==> config.mk <==
export PLATFORM = sky130hd
export DESIGN_NAME = fft_sequencer
export DESIGN_NICKNAME = d
export VERILOG_FILES = /design/src/rtl/fft_sequencer.sv
export SDC_FILE = /design/constraint.sdc
export NUM_CORES = 1
export LEC_CHECK = 0
export CAP_MARGIN = 40
export CORE_MARGIN = 8
export CORE_UTILIZATION = 30
export CTS_CLUSTER_SIZE = 20
export DETAILED_ROUTE_END_ITERATION = 12
export GPL_TIMING_DRIVEN = 0
export HOLD_SLACK_MARGIN = 0.06
export PLACE_DENSITY = 0.58
export SYNTH_ARGS = -nofsm -noshare
export SYNTH_HDL_FRONTEND = slang
export SYNTH_SLANG_ARGS = --single-unit
==> constraint.sdc <==
create_clock -name clk -period 4.1 [get_ports clk]
set_input_delay 0.615 -clock clk [delete_from_list [all_inputs] [get_ports clk]]
set_output_delay 0.615 -clock clk [all_outputs]
set_load 0.02 [all_outputs]
==> src/rtl/fft_sequencer.sv <==
// Control sequencer for an in-place radix-2 DIT FFT buffer: bit-reversed load,
// LOG2N butterfly stages with one butterfly in flight, natural-order unload.
module fft_sequencer #(
  parameter int LOG2N = 4
) (
  input  logic                                    clk,
  input  logic                                    rst,
  input  logic                                    start,
  input  logic                                    in_valid,
  output logic                                    in_ready,
  output logic                                    ld_we,
  output logic [LOG2N-1:0]                        ld_addr,
  output logic                                    bf_go,
  output logic [LOG2N-1:0]                        bf_addr_a,
  output logic [LOG2N-1:0]                        bf_addr_b,
  output logic [LOG2N-2:0]                        bf_tw_idx,
  input  logic                                    bf_done,
  output logic                                    out_valid,
  input  logic                                    out_ready,
  output logic [LOG2N-1:0]                        out_addr,
  output logic [((LOG2N > 2) ? $clog2(LOG2N) : 1)-1:0] stage,
  output logic                                    busy,
  output logic                                    done
);

  localparam int N  = 1 << LOG2N;
  localparam int SW = (LOG2N > 2) ? $clog2(LOG2N) : 1;
  localparam logic [LOG2N-1:0] ONE       = LOG2N'(1);
  localparam logic [LOG2N-1:0] LAST      = LOG2N'(N - 1);
  localparam logic [LOG2N-1:0] HALF_LAST = LOG2N'(N / 2 - 1);
  localparam logic [LOG2N-1:0] S_LAST    = LOG2N'(LOG2N - 1);

  typedef enum logic [2:0] {IDLE, LOAD, ISSUE, WAIT, UNLOAD} state_t;

  state_t           state, state_nxt;
  logic [LOG2N-1:0] k, k_nxt, s, s_nxt, b, b_nxt, j, j_nxt;
  logic [LOG2N-1:0] addr_a_p0, addr_b_p0;
  logic [LOG2N-2:0] tw_p0;
  logic             in_compute;

  function automatic logic [LOG2N-1:0] bitrev(input logic [LOG2N-1:0] v);
    logic [LOG2N-1:0] r;
    for (int i = 0; i < LOG2N; i++) r[i] = v[LOG2N-1-i];
    return r;
  endfunction

  function automatic logic [LOG2N-1:0] pos_of(input logic [LOG2N-1:0] s_i,
                                               input logic [LOG2N-1:0] b_i);
    return b_i & ((ONE << s_i) - ONE);
  endfunction

  // Upper operand: group index spread to a stride of 2*span, plus position in group.
  function automatic logic [LOG2N-1:0] calc_a(input logic [LOG2N-1:0] s_i,
                                               input logic [LOG2N-1:0] b_i);
    return ((b_i >> s_i) << (s_i + ONE)) | pos_of(s_i, b_i);
  endfunction

  function automatic logic [LOG2N-2:0] calc_tw(input logic [LOG2N-1:0] s_i,
                                                input logic [LOG2N-1:0] b_i);
    logic [LOG2N-1:0] t;
    t = pos_of(s_i, b_i) << (S_LAST - s_i);
    return t[LOG2N-2:0];
  endfunction

  always_comb begin
    state_nxt = state;
    k_nxt     = k;
    s_nxt     = s;
    b_nxt     = b;
    j_nxt     = j;
    in_ready  = 1'b0;
    ld_we     = 1'b0;
    ld_addr   = '0;
    bf_go     = 1'b0;
    out_valid = 1'b0;
    out_addr  = '0;
    done      = 1'b0;
    case (state)
      IDLE: begin
        if (start) begin
          state_nxt = LOAD;
          k_nxt     = '0;
        end
      end
      LOAD: begin
        in_ready = 1'b1;
        if (in_valid) begin
          ld_we   = 1'b1;
          ld_addr = bitrev(k);
          if (k == LAST) begin
            state_nxt = ISSUE;
            k_nxt     = '0;
            s_nxt     = '0;
            b_nxt     = '0;
          end else begin
            k_nxt = k + ONE;
          end
        end
      end
      ISSUE: begin
        bf_go     = 1'b1;
        state_nxt = WAIT;
      end
      WAIT: begin
        if (bf_done) begin
          if (b != HALF_LAST) begin
            b_nxt     = b + ONE;
            state_nxt = ISSUE;
          end else if (s != S_LAST) begin
            b_nxt     = '0;
            s_nxt     = s + ONE;
            state_nxt = ISSUE;
          end else begin
            b_nxt     = '0;
            s_nxt     = '0;
            j_nxt     = '0;
            state_nxt = UNLOAD;
          end
        end
      end
      UNLOAD: begin
        out_valid = 1'b1;
        out_addr  = j;
        if (out_ready) begin
          if (j == LAST) begin
            done      = 1'b1;
            j_nxt     = '0;
            state_nxt = IDLE;
          end else begin
            j_nxt = j + ONE;
          end
        end
      end
      default: state_nxt = IDLE;
    endcase
  end

  always_ff @(posedge clk) begin
    if (rst) begin
      state <= IDLE;
      k     <= '0;
      s     <= '0;
      b     <= '0;
      j     <= '0;
    end else begin
      state <= state_nxt;
      k     <= k_nxt;
      s     <= s_nxt;
      b     <= b_nxt;
      j     <= j_nxt;
    end
  end

  // Stage p0: operand addresses latched on entry to ISSUE, held through WAIT.
  always_ff @(posedge clk) begin
    if (state_nxt == ISSUE) begin
      addr_a_p0 <= calc_a(s_nxt, b_nxt);
      addr_b_p0 <= calc_a(s_nxt, b_nxt) + (ONE << s_nxt);
      tw_p0     <= calc_tw(s_nxt, b_nxt);
    end
  end

  assign in_compute = (state == ISSUE) || (state == WAIT);
  assign bf_addr_a  = in_compute ? addr_a_p0 : '0;
  assign bf_addr_b  = in_compute ? addr_b_p0 : '0;
  assign bf_tw_idx  = in_compute ? tw_p0 : '0;
  assign stage      = in_compute ? s[SW-1:0] : '0;
  assign busy       = (state != IDLE);

endmodule

* Word level (Yosys, flattened, before mapping)
Cells that the tools add are included.
** Cells by class
- Multiplexer cells :: 45
- Shift operators :: 4
- $add $sub $neg :: 8
- Reductions and logical operators :: 7
- Bitwise gates (word level) :: 2
- Equality and inequality tests :: 15
** Operator list (count)
- two-way mux 4 bit :: 22
- one-hot mux 4 bit (2 select lines) :: 4
- two-way mux 3 bit :: 9
- adder 4 x 1 -> 4 bit (second input constant) :: 5
- one-hot mux 3 bit (5 select lines) :: 1
- inequality test 2 bit (second input constant) :: 6
- equality test 3 x 2 -> 1 bit (second input constant) :: 3
- equality test 4 bit (second input constant) :: 2
- two-way mux 1 bit :: 8
- AND reduction 5 bit :: 1
- adder 4 bit :: 1
- bitwise AND 4 bit :: 1
- inequality test 4 x 2 -> 1 bit (second input constant) :: 1
- inequality test 4 x 3 -> 1 bit (second input constant) :: 1
- OR 4 bit :: 1
- nonzero test 2 bit :: 2
- << shifter 1 x 4 -> 4 bit (first input constant) :: 1
- << shifter 4 x 4 -> 3 bit :: 1
- << shifter 4 x 4 -> 4 bit :: 1
- >> shifter 4 x 4 -> 4 bit :: 1
- subtractor 2 x 4 -> 4 bit (first input constant) :: 1
- subtractor 4 x 1 -> 4 bit (second input constant) :: 1
- equality test 3 x 1 -> 1 bit (second input constant) :: 1
- equality test 3 bit (second input constant) :: 1
- 5 further kinds :: 5
** Storage, ports and cells
- Bits in registers :: 30
- Logic and storage cells :: 89
- Input bits :: 6

* Depth between registers and ports, before layout
Gate-level depths: netlist (run 1).
- Depth in word-level cells :: 10
- Gate-level depth with buffers :: 15
- Depth with buffers taken out :: 15

* Worst setup path before layout (run 1)
No wires, ideal clock.
- Path type :: input to register
- Start point :: input port bf_done
- End point :: register addr_b_p0[3] (data pin)
- Library setup time :: 266 ps
- Slack :: 624 ps
- Data arrival time :: 3210 ps
- Required time :: 3834 ps
- Stages on the path :: 15
- Cell sequence :: buf_2 > and4b_2 > o22a_1 > and2_0 > buf_2 > nand2_1 > nor2_1 > inv_1 > ha_1 > nor2_1 > a31o_2 > ha_1 > a21o_1 > a21oi_1 > xor2_1
** On the way
- Cells in the longest elaborated chain, start to end :: 7
- Elaborated cells between the ends (all ways) :: 12
- Those cells by class :: add/sub: 3; shift: 3; mux: 4; bitwise: 2
** Ends and longest elaborated chain
- start: declaration :: RTL line 17 : input logic bf_done,
- branches (longest 6 deep; another with adder 4 x 1 -> 4 bit)
- adder 4 bit * :: RTL line 158 : addr_b_p0 <= calc_a(s_nxt, b_nxt) + (ONE << s_nxt);
- end signal: assignment :: RTL line 158
- end: declaration :: RTL line 37 : logic [LOG2N-1:0] addr_a_p0, addr_b_p0;
Every way passes the cells marked *.
A chain may end at the register's enable or synchronous reset.

* Worst setup path after layout (run 1)
- Start point :: input port in_valid
- End point :: register addr_b_p0[3] (data pin)
** On the way
- Cells in the longest elaborated chain, start to end :: 7
- Elaborated cells between the ends (all ways) :: 12
- Those cells by class :: add/sub: 3; shift: 3; mux: 4; bitwise: 2
** Ends and longest elaborated chain
- start: declaration :: RTL line 9 : input logic in_valid,
- branches (longest 6 deep; another with adder 4 x 1 -> 4 bit)
- adder 4 bit * :: RTL line 158
Marks and branches as above.

==> results.json, run 1 <==
{
  "outcome": "complete, no violations",
  "cp.arrival_ns": 3.90,
  "path_clk_slew_ns": 0.06,
  "syn_nets": 265,
  "dp_slack_ns": -0.246,
  "p_seq_share_pct": 54.7,
  "postRouteAntennaNets": 0,
  "setup_ws_ns": 0.221,
  "synth_ff_type": "dfxtp_1",
  "p_total_w": 0.000566,
  "clkPwrFrac_pct": 39.7,
  "cts_tree": "done",
  "fin_setup_tns_ns": 0,
  "required_ns": 4.12,
  "grt_use_total_pct": 10.9,
  "p_int_w": 0.000437,
  "critPathMaxFanout": 8,
  "fin_hold_ws_ns": 0.494,
  "drt_iter0_markers": 95,
  "yosysSeqAreaShare_pct": 34.1,
  "routabilityCongestion": 0.801,
  "crit_chain": "clkdlybuf4s50_1 -> and4_4 -> o21bai_4 -> a211oi_4 -> and3_2 -> nand2_1 -> nor2_1 -> inv_1 -> ha_1 -> nor2_1 -> a31o_2 -> ha_1 -> a21o_1 -> a21oi_1 -> xor2_1",
  "die_area_um2": 9880,
  "grt_pass1_vias": 1818,
  "cts_buffers": 5,
  "root_buffer": "clkbuf_8",
  "p_per_area_nw_per_um2": 216,
  "finalSetupViolations": 0,
  "synth_cell_types": 58,
  "maxSlewViolCount": 0,
  "irDropWorstVdd_v": 0.0000950,
  "p_comb_share_pct": 5.6,
  "max_stage_delay_ns": 0.57,
  "nFillCells": 735,
  "grt_first_pass_wirelength_um": 8830,
  "grt-ovfl-total": 0,
  "syn_inst": 249,
  "critical_path_class": "input pin to register",
  "hp-class": "register to register",
  "drcViolationCount": 0,
  "fin_nets": 305,
  "die_y_um": 99.4,
  "dr.pass1.iters": 4,
  "die_w_um": 99.4,
  "fin_crit_sh_pct": 94.6,
  "yosysMostFrequentCell": "nor2_1",
  "htree_num_levels": 2,
  "syn_to_final_growth_pct": 25.4,
  "fmax_mhz": 258,
  "ys_seq_elements": 30,
  "portBuffers": 30,
  "wl_per_cell_um": 13.7,
  "worstSkewPairLatency_ns": 0.28,
  "period_needed_ns": 3.88,
  "synth_top_area_share_pct": 18.2,
  "cp_slowest_cell": "clkdlybuf4s50_1",
  "max_cap_viol_count": 0,
  "synthTopCellsByArea": "dfxtp_1, edfxtp_1, and2_1",
  "cts_buffer_depth": 2,
  "yosysTopAreaCell": "dfxtp_1",
  "crit_path_end_kind": "register",
  "maxSlewHeadroom_pct": 51.7,
  "antenna_found_initial": 0,
  "switchingPower_w": 0.000130,
  "core_area_um2": 6760,
  "clkSinkCount": 30,
  "vias": 1890,
  "ios": 33,
  "syn_area_per_cell_um2": 8.38,
  "drive_gt1_share_pct": 12.1,
  "hold_violations": 0,
  "num_antenna_cells": 0,
  "startpoint_type": "input pin",
  "wl_um": 5060,
  "p_sw_share_pct": 22.9,
  "p_leak_nw": 0.963,
  "initial_core_util_pct": 30.9,
  "netlist_area_um2": 2090,
  "synth_common_cells": "nor2_1, a21oi_1, dfxtp_1, nand2_1, and2_1",
  "rsz0062_at_grt": "false",
  "dpl.hpwl_um": 3860,
  "grt_max_degree": 12,
  "yosys_warnings": 0,
  "synth_edf_count": 11,
  "worstMarginPinSlew_ns": 0.725,
  "finClkSkew_ns": 0.00952,
  "async_flop_share_pct": 0,
  "avgViaCountPerCell": 5.11,
  "fp-row-count": 30
}
[registers in the layout, summed over array words and instances (netlist names)]
register and count:
addr_a_p0 4, addr_b_p0 4, b 4, j 4
k 4, s 4, state 3, tw_p0 3
[per-layer routing]
layer	share of wire, %	GRT usage (%)
met4	1.5	4.54
met5	0	0
met1	46	13.3
met3	2.0	1.89
met2	50	18.5
[path summary, 6_finish.rpt]
path / cells past startpoint / endpoint / start / slack, ns
worst min-delay path: 2 / k[1] / k[1] / 0.49
worst min register to register: 2 / k[1] / k[1] / 0.49
worst max-delay path: 15 / addr_b_p0[3] / in_valid / 0.22
worst max register to register: 15 / addr_b_p0[3] / b[1] / 0.43
[stage by stage]
| stage | cells | instance area (um2) | utilization [%] |
|---|---|---|---|
| floorplan | 249 | 2090 | - |
| global placement | 359 | 2490 | 36.8 |
| detailed placement | 360 | 2490 | 36.9 |
| CTS | 368 | 2570 | 38.1 |
| global route | 370 | 2620 | 38.7 |
| finish | 370 | 2620 | 38.7 |
[power by group through the flow]
stage	combinational [W]	clock, W	sequential (W)
final	0.0000318	0.000225	0.000310
after global routing	0.0000350	0.000242	0.000310
after CTS	0.0000323	0.000232	0.000310
after detailed placement	0.0000322	0	0.000316
after global placement	0.0000318	0	0.000316
after floorplan	0.0000191	0	0.000316
[worst max-delay path, delay by kind of cell]
kind | cells | cell delay [ns]
AO/OA/AOI/OAI | 5 | 1.07
XOR/XNOR | 1 | 0.09
adder cells (fa/ha/maj) | 2 | 0.58
buffers and inverters | 2 | 0.67
AND/OR/NAND/NOR | 5 | 0.87
[repair_timing]
| item | in CTS | in global routing |
|---|---|---|
| hold buffers | 0 | 0 |
| buffers inserted | 0 | 2 |
| endpoints found under the hold margin | 0 | 0 |
| gates resized for setup | 0 | 6 |
| endpoints found under the setup margin | 0 | 3 |
[cells in the final DEF, fill, tap and decap left out, types with 6 or more instances in the layout]
master           netlist  layout
and3_1                 9       8
clkbuf_1               5       6
dfxtp_1               19      19
o21ai_0                9       9
inv_1                 14      14
nor3_1                 8       8
ha_1                   9       9
nand3_1                7       7
nand2_1               19      19
clkdlybuf4s50_1        0      30
and2_1                18      19
edfxtp_1              11      11
a21oi_1               19      19
nor2_1                30      30
[cell type report]
cell class              instances  area [um2]  area share [%]
clock buffers                   6        72.6            2.77
clock inverters                 2        8.76           0.335
inverters                      16        62.6            2.39
multi-input cells             192        1280            48.8
repair buffers                 33         335            12.8
well taps                      80         100            3.83
flip-flops and latches         30         711            27.2
plain buffers                  11        50.0            1.91
[cells by family (layout without fill, tap and decap cells)]
family	Yosys count	in the layout	share of synthesized area, %
adders and majority gates	10	10	6.36
buffers and inverters	27	68	5.28
DFF	30	30	34.1
AOI/OAI and AO/OA	56	56	19.9
xor gates and xnor gates	5	5	2.10
and+or+nand+nor	121	121	32.3
Power figures use the tool's default switching activity.
==> run 2: changes to the inputs <==
- CORE_MARGIN: 8 -> 4
==> results.json, run 2 (synthesis results as in run 1) <==
{
  "r2r_setup_slack_ns": 0.37,
  "timing.rr.end": "addr_b_p0[3]",
  "maxSlewHeadroom_pct": 49.0,
  "period_needed_ns": 3.73,
  "grt_use_total_pct": 12.1,
  "dpl.hpwl_um": 3810,
  "fin_crit_sh_pct": 91.0,
  "p_per_area_nw_per_um2": 217,
  "crit_family": "simple AND/OR/NAND/NOR gates",
  "r2r_cells": 15,
  "p_leak_nw": 0.970,
  "outcome": "complete, no violations",
  "fmax_mhz": 268,
  "critical_path_class": "register to register",
  "critPathMaxFanout": 10,
  "grt_first_pass_wirelength_um": 8260,
  "placed_area_um2": 2490,
  "core_area_um2": 6760,
  "rsz0062_at_grt": "false",
  "fin_area_um2": 2620,
  "wl_per_cell_um": 13.9,
  "worstSkewPairLatency_ns": 0.28,
  "die_w_um": 91.4,
  "crit_path_end_kind": "register",
  "finClkSkew_ns": 0.00555,
  "cp_common_cell": "ha_1",
  "dr.pass1.iters": 4,
  "cts_tree": "done",
  "final_common_cell": "nor2_1",
  "clkSinkCount": 30,
  "hold_depth": 2,
  "routabilityCongestion": 0.887,
  "die_y_um": 91.4,
  "grt-ovfl-total": 0,
  "startpoint_type": "register",
  "worstMarginPinSlew_ns": 0.765,
  "grt_pass1_vias": 1751,
  "drive_gt1_share_pct": 12.3,
  "dpl.cell_count": 360,
  "maxSlewViolCount": 0,
  "ios": 33,
  "irDropWorstVdd_v": 0.0000768,
  "fin_nets": 307,
  "postRouteAntennaNets": 0,
  "r2r-start": "b[0]",
  "cp_slowest_cell": "dfxtp_1",
  "p_total_w": 0.000569,
  "drt_iter0_markers": 100,
  "avgViaCountPerCell": 5.13,
  "finalSetupViolations": 0,
  "holdPathEnd": "k[1]",
  "fin_cells": 372,
  "setup_ws_ns": 0.370,
  "worstHoldStart": "k[1]",
  "root_buffer": "clkbuf_8",
  "path_clk_slew_ns": 0.06,
  "portBuffers": 30,
  "path_buf_inv": 2,
  "hold_violations": 0,
  "nFillCells": 698,
  "max_cap_viol_count": 0,
  "dp_slack_ns": -0.252,
  "initial_core_util_pct": 30.9,
  "cp.arrival_ns": 3.75,
  "cts_buffers": 5,
  "crit_chain": "ha_1 -> and4b_2 -> o22a_1 -> and2_1 -> clkbuf_4 -> nand2_1 -> nor2_1 -> inv_1 -> ha_1 -> nor2_1 -> a31o_2 -> ha_1 -> a21o_1 -> a21oi_1 -> xor2_1",
  "max_stage_delay_ns": 0.38,
  "fp-row-count": 30,
  "vias": 1907,
  "grt_max_degree": 12,
  "drcViolationCount": 0,
  "antenna_found_initial": 0,
  "fin_hold_ws_ns": 0.487,
  "path_depth": 15,
  "required_ns": 4.12,
  "cts_buffer_depth": 2,
  "syn_to_final_growth_pct": 25.6,
  "wl_um": 5160,
  "final_cell_mix": "nor2_1, clkdlybuf4s50_1",
  "htree_num_levels": 2,
  "hp-class": "register to register",
  "num_antenna_cells": 0,
  "die_area_um2": 8350
}
## run 2: cell types whose count changed in the layout (fill, tap and decap cells not counted), sizes merged
cell / before / now
buf: 8 / 10
clkdlybuf4s50: 30 / 29
clkinv: 2 / 0
dlymetal6s2s: 0 / 1
clkbuf: 12 / 14
## run 2: what timing repair did
item | in CTS | in global routing
setup buffers | 0 | 4
setup endpoints to repair | 0 | 3
hold buffers | 0 | 0
gates resized for setup | 0 | 7
## run 2: layout make-up
cell class,instances,area (um2),share of cell area [%]
Multi-Input combinational cell,192,1280,48.7
Sequential cell,30,711,27.1
Timing Repair Buffer,35,340,13.0
Tap cell,80,100,3.82
Clock buffer,8,80.1,3.06
Inverter,16,62.6,2.39
Buffer,11,50.0,1.91
## run 2: power breakdown
group | internal, W | switching, W | total (W) | leakage [nW]
combinational | 0.0000125 | 0.0000194 | 0.0000319 | 0.685
clock | 0.000120 | 0.000107 | 0.000227 | 0.0395
sequential | 0.000308 | 0.00000211 | 0.000310 | 0.246
total | 0.000441 | 0.000128 | 0.000569 | 0.970
## run 2: routing by layer
metal	vias to the layer above	share of wire [%]	global-route usage [%]	wire length, um
met5	-	0	0	0
met4	0	1.6	4.90	85
met3	6	3.3	2.57	168
met2	23	50	20.5	2580
met1	907	45	14.8	2340
li1	971	-	-	-
## run 2: how the worst max path moves through the flow
stage / start / to / slack [ns]
finish: b[0] / addr_b_p0[3] / 0.37
floorplan: bf_done / addr_b_p0[3] / 0.62
CTS: in_valid / addr_b_p0[3] / 0.03
global route: b[0] / addr_b_p0[3] / 0.05
global placement: in_valid / addr_b_p0[3] / -0.22
detailed placement: in_valid / addr_b_p0[3] / -0.25
## run 2: worst min-delay path: stages, from the launching register on
cell,delay (ns)
dfxtp_1,0.33
nand2_1,0.06
a21oi_1,0.05
## run 2: through the flow
step,TNS (ns),utilization [%]
after floorplan,0,-
after global placement,-0.414,36.8
after detailed placement,-0.476,36.9
after CTS,0,38.1
after global routing,0,38.8
final,0,38.8
